## src/rtl/shift_seq.sv

```systemverilog
// shift_seq: iterative EX-stage shifter, at most STEP bits per cycle, with stall and ready/start handshake.
module shift_seq #(
    parameter int STEP = 4
) (
    input  logic        clk,
    input  logic        rst,
    input  logic        start,
    input  logic        annul,
    input  logic [1:0]  op,
    input  logic [31:0] data_in,
    input  logic [4:0]  shamt,
    output logic        stallreq,
    output logic        busy,
    output logic        ready,
    output logic [31:0] result
);
    localparam logic [5:0] LSTEP = 6'(STEP);

    typedef enum logic [1:0] {IDLE, SHIFT, DONE} state_t;

    state_t      r_state, w_next;
    logic [31:0] r_work, r_result, w_shifted;
    logic [5:0]  r_rem, w_k, w_rem_nxt;
    logic [1:0]  r_op;
    logic        w_accept, w_pass;

    assign w_k       = (r_rem > LSTEP) ? LSTEP : r_rem;
    assign w_rem_nxt = r_rem - w_k;
    assign w_pass    = (shamt == 5'd0) || (op == 2'b10);
    assign w_shifted = (r_op == 2'b00) ? r_work << w_k :
                       (r_op == 2'b01) ? r_work >> w_k :
                       32'($signed(r_work) >>> w_k);

    assign busy     = r_state == SHIFT;
    assign ready    = r_state == DONE;
    assign stallreq = (r_state == IDLE && start && !annul) || r_state == SHIFT;
    assign result   = r_result;

    always_comb begin
        w_next   = r_state;
        w_accept = 1'b0;
        if (annul) begin
            w_next = IDLE;
        end else begin
            case (r_state)
                IDLE: begin
                    w_accept = start;
                    w_next   = !start ? IDLE : (w_pass ? DONE : SHIFT);
                end
                SHIFT:   w_next = (w_rem_nxt == 6'd0) ? DONE : SHIFT;
                DONE:    w_next = start ? DONE : IDLE;
                default: w_next = IDLE;
            endcase
        end
    end

    always_ff @(posedge clk or negedge rst) begin
        if (!rst) r_state <= IDLE;
        else      r_state <= w_next;
    end

    // result only moves on entry to DONE, so neither annul nor reset exposes a partial value
    always_ff @(posedge clk or negedge rst) begin
        if (!rst) begin
            r_work   <= '0;
            r_rem    <= '0;
            r_op     <= '0;
            r_result <= '0;
        end else if (annul) begin
            r_rem <= '0;
        end else if (w_accept) begin
            r_work <= data_in;
            r_op   <= op;
            r_rem  <= w_pass ? 6'd0 : {1'b0, shamt};
            if (w_pass) r_result <= data_in;
        end else if (r_state == SHIFT) begin
            r_work <= w_shifted;
            r_rem  <= w_rem_nxt;
            if (w_rem_nxt == 6'd0) r_result <= w_shifted;
        end
    end
endmodule

```

## config.mk

```make
export PLATFORM = sky130hd
export DESIGN_NAME = shift_seq
export DESIGN_NICKNAME = d
export VERILOG_FILES = /design/src/rtl/shift_seq.sv
export SDC_FILE = /design/constraint.sdc
export NUM_CORES = 1
export LEC_CHECK = 0
export CORE_MARGIN = 1
export CORE_UTILIZATION = 50
export DETAILED_ROUTE_END_ITERATION = 12
export PLACE_DENSITY = 0.73
export SYNTH_ARGS = -nofsm -noshare
export SYNTH_HDL_FRONTEND = slang
export SYNTH_SLANG_ARGS = --single-unit
export TNS_END_PERCENT = 10
```

## constraint.sdc

```tcl
create_clock -name clk -period 9.51 [get_ports clk]
set_clock_uncertainty 0.2 [all_clocks]
set_input_delay 1.4265 -clock clk [delete_from_list [all_inputs] [get_ports clk]]
set_output_delay 1.4265 -clock clk [all_outputs]
set_load 0.1 [all_outputs]
```

# Word level (Yosys, flattened, before mapping)
# Cells that the tools add are included.
# totals
input_bits	43
word_cells	52
register_bits	74
output_inout_bits	35
# op_classes
order_cmp	1
shifts	3
n_reduce_logical	15
n_mux	21
n_addsub	1
eq_ne	5
bitwise_logic	1
# op_table
cell	count
$mux 32	8
$shl 32x6->32	1
$shr 32x6->32	1
$sshr 32x6->32	1
$mux 6	4
$mux 2	5
$gt 6x3->1 const B	1
$logic_not 6->1	1
$pmux 2 s3	1
$sub 6x6->6	1
$logic_not 5->1	1
$mux 5	1
$eq 2x1->1 const B	2
$eq 2x2->1 const B	2
$logic_not 2->1	2
$reduce_and 2->1	2
$reduce_and 4->1	1
$reduce_bool 2->1	2
$reduce_bool 3->1	1
$logic_and 1x1->1	2
$logic_or 1x1->1	2
$mux 1	2
$ne 2x1->1 const B	1
$logic_not 1->1	1
$not 1->1	1

# Longest topological paths before layout
# depth
ltp_word	8
depth_mapped	14
depth_no_buf	9

# Worst setup path before layout
# Ideal clock, no wire load.
# synth_timing
kind	input-to-output
start	input start
end	output stallreq
stages	3
required_time_ns	7.884
arrival_ns	2.415
n_path_buf	0
setup_slack_ns	5.469
path_cell_list	nor2b_1 > nand2_1 > nand2_1
# synth_between
elab_chain_cells	3
# synth_rtl
element	line	rtl
start: declaration	7	input logic start,
$logic_and 1x1->1 (2 in a row)	36	assign stallreq = (r_state == IDLE && start && !annul) || r_state == SHIFT;
$logic_or 1x1->1	36	
end: declaration	12	output logic stallreq,
# Every way passes these cells.

# Worst setup path in the final report
# Same ends and word-level chain as after synthesis.

==> results.tsv <==
metric	value	unit
status	completed	
yosys.cell_types.count	72	
cp_slowest_stage_delay	1130	ps
routed_wl	20400	µm
ys.flop_type	dfrtp_1	
gp_congestion	0.896	
netlist_area	0.00610	mm²
syn_area_per_cell	7.63	µm²
clkTransAtPathRegs	60	ps
path_cells	clkdlybuf4s50_1 > nor2b_1 > nand2_2 > nand2_1 > clkdlybuf4s50_1	
ys_warn_count	0	
relSlewSlack	0.141	
grt_pass1_vias	6192	
worst_slew_pin_slew	1280	ps
drtIter0Drc	728	
worst_ep_required_time	7880	ps
port-buffer-count	77	
rsz0062_at_grt	false	
antenna_found_initial	0	
coreArea	0.0117	mm²
cellPowerDensity	339	mW/mm²
critical_path_class	in -> out	
dieHeight	112	µm
critPathLaunchType	primary input	
drc	0	
period_minus_slack	5130	ps
ioPinCount	78	
drtPass1Iterations	5	
cts_buffers	9	
place_hpwl	12700	µm
ant_nets	0	
synth_edf_count	0	
crit_path_top_delay_cell	clkdlybuf4s50_1	
start_util	0.523	
post-route-period-util	0.539	
max_cap_viol_count	0	
viasPerCell	6.84	
area_delta_synth_final	16.6	%
worst_path_most_repeated_cell	clkdlybuf4s50_1	
worst_path_dominant_cell_family	buffers and inverters	
cts_tree	done	
synth_cells	800	
ctsHoldBuffers	0	
finalPower	2.42	mW
crit_fanout	3	
grt_start_max_net_pins	89	
vdd_drop_max	239	µV
cp_num_buf_inv	2	
cts_sinks	74	
ys_seq_area_frac	0.303	
fillCellCount	1108	
post-cts-setup-buffers	0	
hold_class	reg -> reg	
drive_above_1_share	0.0638	
htree_num_levels	3	
clock_latency	350	ps
setup_viol	0	
wl_per_cell	21.3	µm
ys_seq_elements	74	
clock_path_buffers	2	
fmax	0.195	GHz
die_area	0.0127	mm²
crit_arrival	3500	ps
clock-root-buffer	clkbuf_16	
grt_pass1_wl	33300	µm
num_vias	6554	
worstSetupEndpointType	output port	
post_cts_resized	0	
grt_overflow	0	
die_w	112	µm
synth_nets	844	
nets	854	
track_usage	0.336	
num_rows	39	
async_flop_share	1.00	
slew_violations	0	
leakage	2.83	nW
setup_tns	0	ps
report.final.hold_viol_count	0	
num_antenna_cells	0	
-- tightest hold or removal path, cell delays in order, from the launching register on --
cell	delay [ps]
dfrtp_1	340
nand2_1	40
o21ai_0	60
-- synth_stat cells, types with 13 or more instances --
library cell | count | area [µm²]
a21oi_1 | 60 | 300
a31oi_1 | 13 | 81.3
nand3_1 | 22 | 110
mux2i_1 | 36 | 360
buf_2 | 24 | 120
a21o_1 | 14 | 105
clkbuf_1 | 55 | 206
o211ai_1 | 15 | 113
nor2_1 | 67 | 251
a211oi_1 | 28 | 210
o21ai_0 | 74 | 370
nand2_1 | 102 | 383
dfrtp_1 | 74 | 1850
-- layout make-up --
| type | count | area (µm²) | share of cell area |
|---|---|---|---|
| well taps | 143 | 179 | 0.0251 |
| inverters | 14 | 52.6 | 0.00738 |
| repair buffers | 86 | 836 | 0.117 |
| flip-flops and latches | 74 | 1850 | 0.261 |
| clock buffers | 12 | 256 | 0.0360 |
| clock inverters | 4 | 75.1 | 0.0105 |
| multi-input cells | 625 | 3860 | 0.543 |
-- final timing paths --
check	startpoint	endpoint	slack (ps)	cells past startpoint
worst max-delay path	start	stallreq	4380	5
worst min-delay path	result[3]	result[3]	280	2
worst max register to register	r_rem[3]	result[20]	5250	9
worst min register to register	result[3]	result[3]	280	2
max in group asynchronous	rst	r_rem[1]	7420	1
min in group asynchronous	rst	result[19]	1020	1
-- report_power, final --
part	switching, mW	internal (mW)
Clock	0.141	0.244
Combinational	0.991	0.425
Sequential	0.184	0.431
-- metrics by stage --
| stage | hold slack (ps) | utilization | std cells | cell area (µm²) | worst slack (ps) |
|---|---|---|---|---|---|
| floorplan | 293 | - | 800 | 6100 | 5470 |
| global placement | 261 | 0.582 | 942 | 6790 | 4480 |
| detailed placement | 268 | 0.582 | 942 | 6790 | 4370 |
| CTS | 282 | 0.610 | 958 | 7120 | 4360 |
| global route | 311 | 0.610 | 958 | 7120 | 4230 |
| finish | 276 | 0.610 | 958 | 7120 | 4380 |
-- routing by layer --
layer / track usage / routed length, µm
met2: 0.503 / 8960
met1: 0.485 / 9190
met3: 0.0610 / 1920
met4: 0.117 / 374
met5: 0 / 0
-- cells in the final DEF, fill, tap and decap left out, types with 6 or more instances in the layout --
cell type	instances
o211ai_1	15
nor3_1	10
o22ai_1	7
o2111ai_1	6
a211o_1	6
and3_1	11
a31oi_1	13
o311ai_1	6
nand2_1	101
nand2b_1	8
nor2_1	65
a21o_1	14
mux2i_1	36
clkbuf_16	9
clkdlybuf4s50_1	76
mux2_2	8
a211oi_1	28
nand3_1	22
nor2b_1	10
a21boi_0	8
buf_4	10
o21ai_1	12
dfrtp_1	72
o31ai_1	9
a311oi_1	6
o21ai_0	74
inv_1	12
a21oi_1	60
-- sequential cells by signal, summed over array words and instances, names as in the netlist --
name	cells
r_work	32
result	32
r_rem	6
r_op	2
r_state	2
-- cell families (layout without fill, tap and decap cells) --
group,after synthesis,after routing,synth area share
buf+inv,101,116,0.0670
flops,74,74,0.303
compound gates,320,320,0.347
fa+ha+maj,1,1,0.00205
mux,48,48,0.0886
simple gates,255,255,0.191
other cells,1,1,0.000614
No activity file was read; power rests on OpenSTA's default activity.
